===== src/rtl/dram_pkg.sv =====
// ---------------------------------------------------------------------------
// dram_pkg
// Shared definitions for the DRAM controller: the command encoding driven by
// the command FSM, and the default JEDEC timing parameters (in clock cycles)
// that both the command FSM and the timing controller are elaborated with.
// No ports.
// ---------------------------------------------------------------------------
package dram_pkg;

    // Command issued by the command FSM in a given cycle
    typedef enum logic [2:0] {
        CMD_NOP = 3'd0,
        CMD_ACT = 3'd1,
        CMD_RD  = 3'd2,
        CMD_WR  = 3'd3,
        CMD_PRE = 3'd4,
        CMD_REF = 3'd5
    } cmd_t;

    // Default timing parameters, all in clock cycles
    localparam int T_RCD   = 4;    // ACT to RD/WR
    localparam int T_CL    = 5;    // RD to first data beat
    localparam int T_CWL   = 4;    // WR to first data beat
    localparam int T_BURST = 4;    // data beats per burst
    localparam int T_WR    = 3;    // write recovery after last beat
    localparam int T_RP    = 4;    // precharge period
    localparam int T_RFC   = 20;   // refresh cycle time
    localparam int T_REFI  = 100;  // refresh interval

    // Larger of two integers, usable in constant expressions
    function automatic int maxOf(input int a, input int b);
        return (a > b) ? a : b;
    endfunction

endpackage


===== src/rtl/dram_timing_if.sv =====
// ---------------------------------------------------------------------------
// dram_timing_if
// Timing-signal bundle between the command FSM and the timing controller.
//   tACT_done/tRD_done/tWR_done/tPRE_done/tREF_done : command timing complete
//   rf_req : refresh is due
//   wr_en / rd_en : write / read data window
//   clear  : resets downstream burst counters, coincident with any *_done
// ---------------------------------------------------------------------------
interface dram_timing_if;

    logic tACT_done;
    logic tWR_done;
    logic tRD_done;
    logic tPRE_done;
    logic tREF_done;
    logic rf_req;
    logic wr_en;
    logic rd_en;
    logic clear;

    modport timing_ctrl (
        output tACT_done, tWR_done, tRD_done, tPRE_done, tREF_done,
        output rf_req, wr_en, rd_en, clear
    );

    modport cmd_fsm (
        input tACT_done, tWR_done, tRD_done, tPRE_done, tREF_done,
        input rf_req, wr_en, rd_en, clear
    );

endinterface


===== src/rtl/refresh_timer.sv =====
// ---------------------------------------------------------------------------
// refresh_timer
// Free-running tREFI interval counter with the rf_req handshake. One instance
// serves one rank.
// Ports:
//   i_clk       : clock
//   i_nRst      : synchronous active-low reset
//   i_refAccept : a REF command is being accepted this cycle
//   o_rfReq     : refresh due; held until a REF is accepted
// ---------------------------------------------------------------------------
module refresh_timer
    import dram_pkg::*;
#(
    parameter int tREFI = T_REFI
) (
    input  logic i_clk,
    input  logic i_nRst,
    input  logic i_refAccept,
    output logic o_rfReq
);

    localparam int CNT_W = (tREFI > 1) ? $clog2(tREFI) : 1;
    localparam logic [CNT_W-1:0] THRESH = CNT_W'(tREFI - 1);

    logic [CNT_W-1:0] r_count;
    logic [CNT_W-1:0] w_nextCount;
    logic             r_rfReq;

    // A REF accept always restarts the interval, even in the very cycle the
    // threshold would be reached; otherwise count up and park at the
    // threshold while the request is outstanding.
    always_comb begin
        w_nextCount = r_count;
        if (i_refAccept) begin
            w_nextCount = '0;
        end else if (r_count != THRESH) begin
            w_nextCount = r_count + CNT_W'(1);
        end
    end

    // The request is registered from the next count so it rises in the same
    // cycle the counter shows the threshold.
    always_ff @(posedge i_clk) begin
        if (!i_nRst) begin
            r_count <= '0;
            r_rfReq <= 1'b0;
        end else begin
            r_count <= w_nextCount;
            r_rfReq <= !i_refAccept && (w_nextCount == THRESH);
        end
    end

    assign o_rfReq = r_rfReq;

endmodule


===== src/rtl/dram_timing_ctrl.sv =====
// ---------------------------------------------------------------------------
// dram_timing_ctrl
// Times each DRAM command accepted from the command FSM against its timing
// parameter, pulses the matching *_done (with clear), generates the read and
// write data windows, and hosts the refresh interval timer.
// Ports:
//   CLK   : clock
//   nRST  : synchronous active-low reset
//   cmd_i : command issued this cycle (only acted on while idle)
//   tsif  : timing_ctrl side of the timing-signal interface (all registered)
// ---------------------------------------------------------------------------
module dram_timing_ctrl
    import dram_pkg::*;
#(
    parameter int tRCD   = T_RCD,
    parameter int tCL    = T_CL,
    parameter int tCWL   = T_CWL,
    parameter int tBURST = T_BURST,
    parameter int tWR    = T_WR,
    parameter int tRP    = T_RP,
    parameter int tRFC   = T_RFC,
    parameter int tREFI  = T_REFI
) (
    input  logic  CLK,
    input  logic  nRST,
    input  cmd_t  cmd_i,
    dram_timing_if.timing_ctrl tsif
);

    if (tRCD < 1 || tCL < 1 || tCWL < 1 || tBURST < 1 ||
        tWR < 1 || tRP < 1 || tRFC < 1 || tREFI < 1) begin : g_badParams
        $error("dram_timing_ctrl: timing parameters must all be at least 1");
    end

    // tREFI is counted by the refresh timer, so it does not size this counter
    localparam int MAX_T = maxOf(maxOf(maxOf(tRCD, tCL), maxOf(tCWL, tBURST)),
                                 maxOf(maxOf(tWR, tRP), tRFC));
    localparam int CNT_W = $clog2(MAX_T + 1);

    localparam logic [3:0] ST_IDLE     = 4'd0;
    localparam logic [3:0] ST_ACT_WAIT = 4'd1;
    localparam logic [3:0] ST_RD_LAT   = 4'd2;
    localparam logic [3:0] ST_RD_BURST = 4'd3;
    localparam logic [3:0] ST_WR_LAT   = 4'd4;
    localparam logic [3:0] ST_WR_BURST = 4'd5;
    localparam logic [3:0] ST_WR_RECOV = 4'd6;
    localparam logic [3:0] ST_PRE_WAIT = 4'd7;
    localparam logic [3:0] ST_REF_WAIT = 4'd8;

    // Counter load values: a state lasts (load + 1) cycles and leaves when the
    // counter reads zero. RD_BURST and WR_RECOV carry one extra cycle so their
    // final (done) cycle follows the last beat / the recovery time.
    localparam logic [CNT_W-1:0] LD_ACT    = CNT_W'(tRCD - 1);
    localparam logic [CNT_W-1:0] LD_RD_LAT = CNT_W'((tCL > 1) ? tCL - 2 : 0);
    localparam logic [CNT_W-1:0] LD_RD_BUR = CNT_W'(tBURST);
    localparam logic [CNT_W-1:0] LD_WR_LAT = CNT_W'((tCWL > 1) ? tCWL - 2 : 0);
    localparam logic [CNT_W-1:0] LD_WR_BUR = CNT_W'(tBURST - 1);
    localparam logic [CNT_W-1:0] LD_RECOV  = CNT_W'(tWR);
    localparam logic [CNT_W-1:0] LD_PRE    = CNT_W'(tRP - 1);
    localparam logic [CNT_W-1:0] LD_REF    = CNT_W'(tRFC - 1);

    logic [3:0]       r_state;
    logic [3:0]       w_nextState;
    logic [CNT_W-1:0] r_cnt;
    logic [CNT_W-1:0] w_nextCnt;

    logic w_lastCycle;
    logic w_actDone, w_rdDone, w_wrDone, w_preDone, w_refDone;
    logic w_rdEn, w_wrEn;
    logic w_refAccept;
    logic w_rfReq;

    logic r_actDone, r_rdDone, r_wrDone, r_preDone, r_refDone;
    logic r_rdEn, r_wrEn, r_clear;

    // Next-state and shared countdown. Commands are looked at only in IDLE;
    // a one-cycle latency phase (tCL/tCWL of 1) skips straight to the burst.
    always_comb begin
        w_nextState = r_state;
        w_nextCnt   = r_cnt;
        if (r_state == ST_IDLE) begin
            case (cmd_i)
                CMD_ACT: begin
                    w_nextState = ST_ACT_WAIT;
                    w_nextCnt   = LD_ACT;
                end
                CMD_RD: begin
                    if (tCL > 1) begin
                        w_nextState = ST_RD_LAT;
                        w_nextCnt   = LD_RD_LAT;
                    end else begin
                        w_nextState = ST_RD_BURST;
                        w_nextCnt   = LD_RD_BUR;
                    end
                end
                CMD_WR: begin
                    if (tCWL > 1) begin
                        w_nextState = ST_WR_LAT;
                        w_nextCnt   = LD_WR_LAT;
                    end else begin
                        w_nextState = ST_WR_BURST;
                        w_nextCnt   = LD_WR_BUR;
                    end
                end
                CMD_PRE: begin
                    w_nextState = ST_PRE_WAIT;
                    w_nextCnt   = LD_PRE;
                end
                CMD_REF: begin
                    w_nextState = ST_REF_WAIT;
                    w_nextCnt   = LD_REF;
                end
                default: ;
            endcase
        end else if (r_cnt != '0) begin
            w_nextCnt = r_cnt - CNT_W'(1);
        end else begin
            w_nextState = ST_IDLE;
            w_nextCnt   = '0;
            case (r_state)
                ST_RD_LAT: begin
                    w_nextState = ST_RD_BURST;
                    w_nextCnt   = LD_RD_BUR;
                end
                ST_WR_LAT: begin
                    w_nextState = ST_WR_BURST;
                    w_nextCnt   = LD_WR_BUR;
                end
                ST_WR_BURST: begin
                    w_nextState = ST_WR_RECOV;
                    w_nextCnt   = LD_RECOV;
                end
                default: ;
            endcase
        end
    end

    // Outputs are decoded from the next state so that, once registered, they
    // line up with the state they describe without any path from cmd_i.
    always_comb begin
        w_lastCycle = (w_nextCnt == '0);
        w_actDone   = (w_nextState == ST_ACT_WAIT) && w_lastCycle;
        w_rdDone    = (w_nextState == ST_RD_BURST) && w_lastCycle;
        w_wrDone    = (w_nextState == ST_WR_RECOV) && w_lastCycle;
        w_preDone   = (w_nextState == ST_PRE_WAIT) && w_lastCycle;
        w_refDone   = (w_nextState == ST_REF_WAIT) && w_lastCycle;
        w_rdEn      = (w_nextState == ST_RD_BURST) && !w_lastCycle;
        w_wrEn      = (w_nextState == ST_WR_BURST);
        w_refAccept = (r_state == ST_IDLE) && (cmd_i == CMD_REF);
    end

    // State, countdown and registered outputs; reset drops everything at once
    always_ff @(posedge CLK) begin
        if (!nRST) begin
            r_state   <= ST_IDLE;
            r_cnt     <= '0;
            r_actDone <= 1'b0;
            r_rdDone  <= 1'b0;
            r_wrDone  <= 1'b0;
            r_preDone <= 1'b0;
            r_refDone <= 1'b0;
            r_rdEn    <= 1'b0;
            r_wrEn    <= 1'b0;
            r_clear   <= 1'b0;
        end else begin
            r_state   <= w_nextState;
            r_cnt     <= w_nextCnt;
            r_actDone <= w_actDone;
            r_rdDone  <= w_rdDone;
            r_wrDone  <= w_wrDone;
            r_preDone <= w_preDone;
            r_refDone <= w_refDone;
            r_rdEn    <= w_rdEn;
            r_wrEn    <= w_wrEn;
            r_clear   <= w_actDone | w_rdDone | w_wrDone | w_preDone | w_refDone;
        end
    end

    refresh_timer #(
        .tREFI (tREFI)
    ) u_refreshTimer (
        .i_clk       (CLK),
        .i_nRst      (nRST),
        .i_refAccept (w_refAccept),
        .o_rfReq     (w_rfReq)
    );

    assign tsif.tACT_done = r_actDone;
    assign tsif.tRD_done  = r_rdDone;
    assign tsif.tWR_done  = r_wrDone;
    assign tsif.tPRE_done = r_preDone;
    assign tsif.tREF_done = r_refDone;
    assign tsif.rd_en     = r_rdEn;
    assign tsif.wr_en     = r_wrEn;
    assign tsif.clear     = r_clear;
    assign tsif.rf_req    = w_rfReq;

endmodule


===== src/flat_wrapper.sv =====
// flat-port wrapper written by rule: the top's interface ports become plain ports
module dram_timing_ctrl_flat import dram_pkg::*;
#(
    parameter int tRCD   = T_RCD,
    parameter int tCL    = T_CL,
    parameter int tCWL   = T_CWL,
    parameter int tBURST = T_BURST,
    parameter int tWR    = T_WR,
    parameter int tRP    = T_RP,
    parameter int tRFC   = T_RFC,
    parameter int tREFI  = T_REFI
)
  (CLK, nRST, cmd_i, tsif_tACT_done, tsif_tWR_done, tsif_tRD_done, tsif_tPRE_done, tsif_tREF_done, tsif_rf_req, tsif_wr_en, tsif_rd_en, tsif_clear);
  dram_timing_if tsif_i ();
  input  logic CLK;
  input  logic nRST;
  input  cmd_t cmd_i;
  output wire logic [$bits(tsif_i.tACT_done)-1:0] tsif_tACT_done;
  output wire logic [$bits(tsif_i.tWR_done)-1:0] tsif_tWR_done;
  output wire logic [$bits(tsif_i.tRD_done)-1:0] tsif_tRD_done;
  output wire logic [$bits(tsif_i.tPRE_done)-1:0] tsif_tPRE_done;
  output wire logic [$bits(tsif_i.tREF_done)-1:0] tsif_tREF_done;
  output wire logic [$bits(tsif_i.rf_req)-1:0] tsif_rf_req;
  output wire logic [$bits(tsif_i.wr_en)-1:0] tsif_wr_en;
  output wire logic [$bits(tsif_i.rd_en)-1:0] tsif_rd_en;
  output wire logic [$bits(tsif_i.clear)-1:0] tsif_clear;
  assign tsif_tACT_done = tsif_i.tACT_done;
  assign tsif_tWR_done = tsif_i.tWR_done;
  assign tsif_tRD_done = tsif_i.tRD_done;
  assign tsif_tPRE_done = tsif_i.tPRE_done;
  assign tsif_tREF_done = tsif_i.tREF_done;
  assign tsif_rf_req = tsif_i.rf_req;
  assign tsif_wr_en = tsif_i.wr_en;
  assign tsif_rd_en = tsif_i.rd_en;
  assign tsif_clear = tsif_i.clear;
  dram_timing_ctrl #(.tRCD(tRCD), .tCL(tCL), .tCWL(tCWL), .tBURST(tBURST), .tWR(tWR), .tRP(tRP), .tRFC(tRFC), .tREFI(tREFI)) u_core (.CLK(CLK), .nRST(nRST), .cmd_i(cmd_i), .tsif(tsif_i));
endmodule

===== config.mk =====
export PLATFORM = sky130hd
export DESIGN_NAME = dram_timing_ctrl_flat
export DESIGN_NICKNAME = d
export VERILOG_FILES = /design/src/rtl/dram_pkg.sv /design/src/rtl/dram_timing_if.sv /design/src/rtl/refresh_timer.sv /design/src/rtl/dram_timing_ctrl.sv /design/src/flat_wrapper.sv
export SDC_FILE = /design/constraint.sdc
export NUM_CORES = 1
export LEC_CHECK = 0
export BUFFER_PORTS_ARGS = -buffer_cell sky130_fd_sc_hd__buf_4
export CORE_MARGIN = 2
export CORE_UTILIZATION = 40
export CTS_CLUSTER_DIAMETER = 80
export DETAILED_ROUTE_END_ITERATION = 8
export SYNTH_ARGS = -nofsm -noshare
export SYNTH_HDL_FRONTEND = slang
export SYNTH_HIERARCHICAL = 1
export SYNTH_SLANG_ARGS = --single-unit

===== constraint.sdc =====
create_clock -name CLK -period 2.3 [get_ports CLK]
set_clock_uncertainty 0.1 [all_clocks]
set_input_delay 0.115 -clock CLK [delete_from_list [all_inputs] [get_ports CLK]]
set_output_delay 0.115 -clock CLK [all_outputs]
set_load 0.01 [all_outputs]

==> summary.md, run 1 <==
| Metric | Value |
|---|---|
| Number of CTS-inserted buffers | 3 |
| Ys async rst share | 0% |
| Placeable Area | 0.00334 mm² |
| Max Freq | 446 MHz |
| RSZ-0062 raised after global routing | true |
| First-pass iteration count of the detailed router | 4 |
| Placed cells | 219 |
| Startpoint types | flop |
| Worst slew pin tran | 0.413 ns |
| Row count | 21 |
| DP Worst Slack | -0.0958 ns |
| Clock Pin Slew Worst Setup and Hold Paths | 0.14 ns |
| Starting Density | 41.8% |
| P per Cell Area | 1160 mW/mm² |
| Final Setup Violations | 0 |
| Core Util, Final | 50.6% |
| CTS root buffer | clkbuf_4 |
| Slew HR | 72.2% |
| Post-synth top area share | 35.8% |
| VDD IR-drop max | 0.620 mV |
| Footprint of the multi-input gates | 855 µm² |
| Vias per inst | 5.26 |
| Leak | 0.640 nW |
| Slowest stage cell, crit path | or4_4 |
| Initial antenna violation count | 0 |
| Syn Inst Count | 156 |
| Die area | 0.00398 mm² |
| Largest net degree at the start of global routing | 16 |
| Worst setup EP type | flop |
| Iteration-0 DRC Markers | 74 |
| CP required | 2.46 ns |
| Syn Nets | 163 |
| Hold_ws | 0.262 ns |
| Die H | 63.1 µm |
| Final Critical Period | 2.24 ns |
| Most frequent cells in the layout | 28 x buf_4, 23 x dfxtp_1, 16 x nor2_1 |
| Max Cap Viol | 0 |
| Drt drc | 0 |
| Top_reg_cell synth | dfxtp_1 |
| Port buffer count | 13 |
| Worst Hold Class | primary input to flop |
| CTS H-tree lvls | 1 |
| Worst Path Arrival | 2.40 ns |
| First-pass GRT wire length | 5.09 mm |
| Post-synthesis sequential area ratio | 35.8% |
| Register area | 503 µm² |
| Vias in the first global route | 1134 |
| Fill cell count | 329 |
| Wirelength per Cell | 13.3 µm |
| Worst-Skew Late Latency | 0.33 ns |
| Die W | 63.1 µm |
| TritonCTS clock tree | built |
| Flops & latches, synth | 25 |
| Layout cell share with drive strength beyond 1 | 32.6% |
| Fin worst setup slack | 0.0603 ns |
| Syn_area_per_cell | 8.95 µm² |
| CP peak stage delay | 0.52 ns |
| Status | completed |
| Most common cell after layout, fill and taps aside | buf_4 |
| GP Congestion | 0.857 |
| Post-synth EDFFs | 0 |
| Routed Antenna Nets | 0 |
| ANT cells | 0 |
| I/O Pins | 14 |
| Clock Sinks | 25 |
| Fin cells | 227 |
| Hold Fails Final Rpt | 0 |
| Synth Cell Area | 0.00140 mm² |
| Critical-path cell list | inv_2, ha_4, or4b_4, or4_4, o211ai_4, nand3_2, nor3_1 |
| Cell variety after synth | 55 |
| Yosys top cell by area | dfxtp_1 |
| Via count | 1194 |
| Slew Viols, Final | 0 |
| Grt ovf | 0 |
| Synth top area cells | dfxtp_1 36%, nor2_1 4.6%, nand3_1 3.2% |
| Final nets | 189 |
| R2r setup slk | 0.06 ns |
| Wirelength, routed | 3.02 mm |
| Synthesis-to-layout area growth | 20.9% |
| Final worst-path cycle share | 97.4% |
| Warnings from Yosys | 6 |
| Largest driver fanout on the critical path | 7 |
| Kind of critical path | flop to flop |
| HPWL after DPL | 2.22 mm |
| GRT Total Usage | 15.7% |
| Bufs on Longest Clock Path | 2 |
## final timing paths
path	startpoint	to	cells past startpoint
setup / recovery	u_core/r_cnt[1]	u_core/tsif.tPRE_done	7
setup reg to reg	u_core/r_cnt[1]	u_core/tsif.tPRE_done	7
hold reg to reg	u_core/u_refreshTimer/r_count[0]	u_core/u_refreshTimer/o_rfReq	2
hold / removal	cmd_i[2]	u_core/r_cnt[4]	4
## routing by layer
metal	global-route usage, %	up-vias	part of all wire (%)
li1	-	615	-
met1	20.3	560	48
met2	26.5	15	49
met3	2.86	4	2.4
met4	4.72	0	0.96
met5	0	-	0
## cell usage after synthesis, types with 2 or more instances
library cell	count
clkbuf_1	3
nand3_1	9
buf_2	2
a21oi_1	3
nor4_1	4
nand3b_1	4
inv_1	6
nor4b_1	2
nor2_1	17
nand2b_1	2
dfxtp_1	25
a31oi_1	2
xor2_1	4
o21ai_0	5
nor3_1	6
and2_1	7
and2b_2	2
nand2_1	8
or4_1	2
ha_1	2
nand3_2	3
and4_1	2
xnor2_1	4
## where the power goes
| group | switching [W] | total (W) | internal (W) |
|---|---|---|---|
| clock network | 0.000139 | 0.000206 | 0.0000665 |
| registers | 0.0000835 | 0.000599 | 0.000516 |
| logic | 0.000605 | 0.00115 | 0.000545 |
| total | 0.000828 | 0.00196 | 0.00113 |
## critical path: cells and delay by family (launching register included)
kind / cells / cell delay [ns]
DFF: 1 / 0.35
AOI/OAI and AO/OA: 1 / 0.15
and+or+nand+nor: 4 / 1.36
buffers and inverters: 1 / 0.07
adders and majority gates: 1 / 0.15
## cell type report
class | instances | share of cell area (%)
clock buffers | 3 | 1.33
clock inverters | 1 | 0.445
inverters | 6 | 1.33
multi-input cells | 117 | 50.6
flip-flops and latches | 25 | 29.8
well taps | 46 | 3.41
repair buffers | 29 | 13.0
## state kept, by name, indices dropped and copies added (netlist names)
signal,cells
u_core/tsif.clear,1
u_core/tsif.tWR_done,1
u_core/tsif.wr_en,1
u_core/u_refreshTimer/r_count,7
u_core/r_cnt,5
u_core/r_state,4
u_core/tsif.rd_en,1
u_core/tsif.tPRE_done,1
u_core/tsif.tREF_done,1
u_core/tsif.tACT_done,1
u_core/u_refreshTimer/o_rfReq,1
u_core/tsif.tRD_done,1
## what timing repair did
item,in CTS,in global routing
cloned,0,0
pin swaps,2,5
setup endpoints to repair,8,7
hold buffers,1,0
buffers inserted,1,2
endpoints found under the hold margin,7,0
gates resized for setup,4,8
## cell families (layout without fill, tap and decap cells)
| group | count (synthesis) | in the layout | share of synthesized area, % |
|---|---|---|---|
| compound gates | 28 | 28 | 16.4 |
| xor+xnor | 8 | 8 | 5.02 |
| fa+ha+maj | 2 | 2 | 1.79 |
| buf+inv | 14 | 39 | 5.47 |
| flops | 25 | 25 | 35.8 |
| mux | 2 | 2 | 1.52 |
| simple gates | 77 | 77 | 34.0 |
## metrics by stage
stage | instance area, µm² | TNS, ns | total power (W)
after floorplan | 1400 | 0 | 0.00132
after global placement | 1590 | 0 | 0.00157
after detailed placement | 1590 | -0.312 | 0.00159
after CTS | 1650 | 0 | 0.00186
after global routing | 1690 | -0.0722 | 0.00210
final | 1690 | 0 | 0.00196
Note: power is estimated with default switching activity, not from simulation.
==> inputs of run 2 (changes only) <==
SETUP_SLACK_MARGIN = 0.3   (was default)
==> summary.md, run 2 (same netlist as run 1, synthesis figures left out) <==
| Metric | Value |
|---|---|
| Final worst-path cycle share | 94.8% (-2.6 points) |
| CTS H-tree lvls | 1 (unchanged) |
| Leak | 0.674 nW (+5.2%) |
| Top Registers | u_core/u_refreshTimer/r_count: 7 flops, u_core/r_cnt: 5 flops, u_core/r_state: 4 flops |
| ANT cells | 0 (unchanged) |
| HPWL after DPL | 2.15 mm (-3.3%) |
| Worst Hold Class | primary input to flop |
| Starting Density | 41.8% (unchanged) |
| Synthesis-to-layout area growth | 27.3% |
| Worst R2R Path Depth | 7 (unchanged) |
| Psw | 0.000896 W (+8.3%) |
| Bufs on Longest Clock Path | 2 (unchanged) |
| CP required | 2.46 ns (about the same) |
| Max Cap Viol | 0 (unchanged) |
| Die W | 63.1 µm (unchanged) |
| Vias in the first global route | 1213 (+7.0%) |
| Kind of critical path | flop to flop |
| Largest Register | u_core/u_refreshTimer/r_count |
| Iteration-0 DRC Markers | 75 (+1.4%) |
| Most frequent cells in the layout | 30 x buf_4, 21 x dfxtp_1, 15 x nor2_1 |
| Final Setup Violations | 0 (unchanged) |
| Initial antenna violation count | 0 (unchanged) |
| Fin worst setup slack | 0.120 ns (+0.0593 ns) |
| Via count | 1270 (+6.4%) |
| Startpoint types | flop |
| I/O Pins | 14 (unchanged) |
| Wirelength, routed | 3.14 mm (+4.1%) |
| First-pass GRT wire length | 5.44 mm (+7.1%) |
| Largest net degree at the start of global routing | 16 (unchanged) |
| Row count | 21 (unchanged) |
| Clock Sinks | 25 (unchanged) |
| Worst slew pin tran | 0.495 ns (+0.0814 ns) |
| RSZ-0062 raised after global routing | true |
| Slew HR | 66.7% (-5.6 points) |
| Cell internal pwr | 0.00124 W (+9.8%) |
| Drt drc | 0 (unchanged) |
| GRT Total Usage | 16.9% (+1.2 points) |
| TritonCTS clock tree | built |
| Sw Share | 42.0% (-0.35 points) |
| Logic pwr share | 62.4% (+3.6 points) |
| Grt ovf | 0 (unchanged) |
| DP Worst Slack | 0.0706 ns (+0.166 ns) |
| Routed Antenna Nets | 0 (unchanged) |
| Hold depth | 4 (unchanged) |
| Most common cell after layout, fill and taps aside | buf_4 |
| P per Cell Area | 1200 mW/mm² (+3.6%) |
| Clock power share | 9.3% (-1.2 points) |
| First-pass iteration count of the detailed router | 4 (unchanged) |
| Port buffer count | 13 (unchanged) |
| Final Critical Period | 2.18 ns (-0.0593 ns) |
| Placeable Area | 0.00334 mm² (unchanged) |
| Fill cell count | 310 (-5.8%) |
| Fin Setup TNS | 0 ns (unchanged) |
| Worst Path Arrival | 2.34 ns (-0.06 ns) |
| Fin cells | 232 (+2.2%) |
| Number of CTS-inserted buffers | 3 (unchanged) |
| Wirelength per Cell | 13.6 µm (+1.9%) |
| Final nets | 194 (+2.6%) |
| Worst-Skew Late Latency | 0.31 ns (-0.02 ns) |
| Largest driver fanout on the critical path | 7 (unchanged) |
| CTS root buffer | clkbuf_4 |
| R2r startpoint | u_core/r_cnt[1] |
| Hold Startpoint | cmd_i[2] |
| End of the worst register-to-register path | u_core/tsif.rd_en |
| Layout cell share with drive strength beyond 1 | 38.2% (+5.6 points) |
| Die H | 63.1 µm (unchanged) |
| Slew Viols, Final | 0 (unchanged) |
| R2r setup slk | 0.12 ns (+0.06 ns) |
| Status | completed |
| Hold Fails Final Rpt | 0 (unchanged) |
| Sequential share of power | 28.2% (-2.4 points) |
| Placed cells | 213 (-2.7%) |
| Number of flip-flops in the largest register | 7 (unchanged) |
| Hold endpoint | u_core/r_cnt[4] |
| GP Congestion | 0.851 (-0.68%) |
| Max Freq | 459 MHz (+2.7%) |
| Die area | 0.00398 mm² (unchanged) |
| VDD IR-drop max | 0.936 mV (+51%) |
| Clock Pin Slew Worst Setup and Hold Paths | 0.14 ns (about the same) |
| Vias per inst | 5.47 (+4.1%) |
| Worst setup EP type | flop |
run 2: changes by cell type in the layout (fill, tap and decap cells not counted), sizes merged:
| cell | change |
|---|---|
| buf | +5 |
run 2: worst max-delay path, stage by stage (launching register included):
cell	delay, ns
dfxtp_2	0.35
inv_2	0.08
ha_4	0.15
or4b_4	0.51
or4_4	0.45
o211ai_4	0.16
nand3_2	0.15
nor3b_2	0.18
run 2: layout make-up:
type | count | area [µm²] | area share [%]
Clock inverter | 1 | 7.51 | 0.422
Sequential cell | 25 | 505 | 28.4
Timing Repair Buffer | 34 | 269 | 15.1
Multi-Input combinational cell | 117 | 893 | 50.2
Tap cell | 46 | 57.6 | 3.24
Inverter | 6 | 22.5 | 1.27
Clock buffer | 3 | 22.5 | 1.27
run 2: timing repair:
action,in CTS,in global routing
gates resized for setup,8,8
pin swaps,9,5
hold buffers,1,0
endpoints found under the setup margin,10,11
cloned,0,0
setup buffers,9,5
hold endpoints to repair,7,0
run 2: worst max-delay path by stage:
stage               startpoint                     to  depth (start not counted)
4_1_cts        u_core/r_cnt[1]      u_core/tsif.rd_en                          7
6_report       u_core/r_cnt[1]      u_core/tsif.rd_en                          7
5_1_grt        u_core/r_cnt[1]  u_core/tsif.tACT_done                          8
3_3_place_gp   u_core/r_cnt[1]      u_core/tsif.wr_en                          7
3_5_place_dp   u_core/r_cnt[1]      u_core/tsif.clear                          7
2_1_floorplan  u_core/r_cnt[1]      u_core/tsif.clear                          9
run 2: layer usage:
layer  up-vias  GRT usage, %  routed length (µm)
li1        628             -                   -
met1       600          20.8                1380
met2        36          28.9                1540
met3         6          4.11                 171
met4         0          5.28                  47
met5         -             0                   0
run 2: power groups by stage:
stage | Combinational [W] | Sequential, W | Clock (W)
after floorplan | 0.000796 | 0.000603 | 0
after global placement | 0.000987 | 0.000606 | 0
after detailed placement | 0.00100 | 0.000608 | 0
after CTS | 0.00123 | 0.000594 | 0.000211
after global routing | 0.00145 | 0.000610 | 0.000229
final | 0.00133 | 0.000602 | 0.000199
run 2: through the flow:
| step | hold slack, ns | utilization (%) | power (W) | area [µm²] |
|---|---|---|---|---|
| 3_5_place_dp | 0.324 | 47.0 | 0.00161 | 1570 |
| 2_1_floorplan | 0.127 | - | 0.00140 | 1430 |
| 6_report | 0.304 | 53.3 | 0.00213 | 1780 |
| 4_1_cts | 0.278 | 51.4 | 0.00203 | 1720 |
| 5_1_grt | 0.307 | 53.3 | 0.00229 | 1780 |
| 3_3_place_gp | 0.313 | 47.0 | 0.00159 | 1570 |
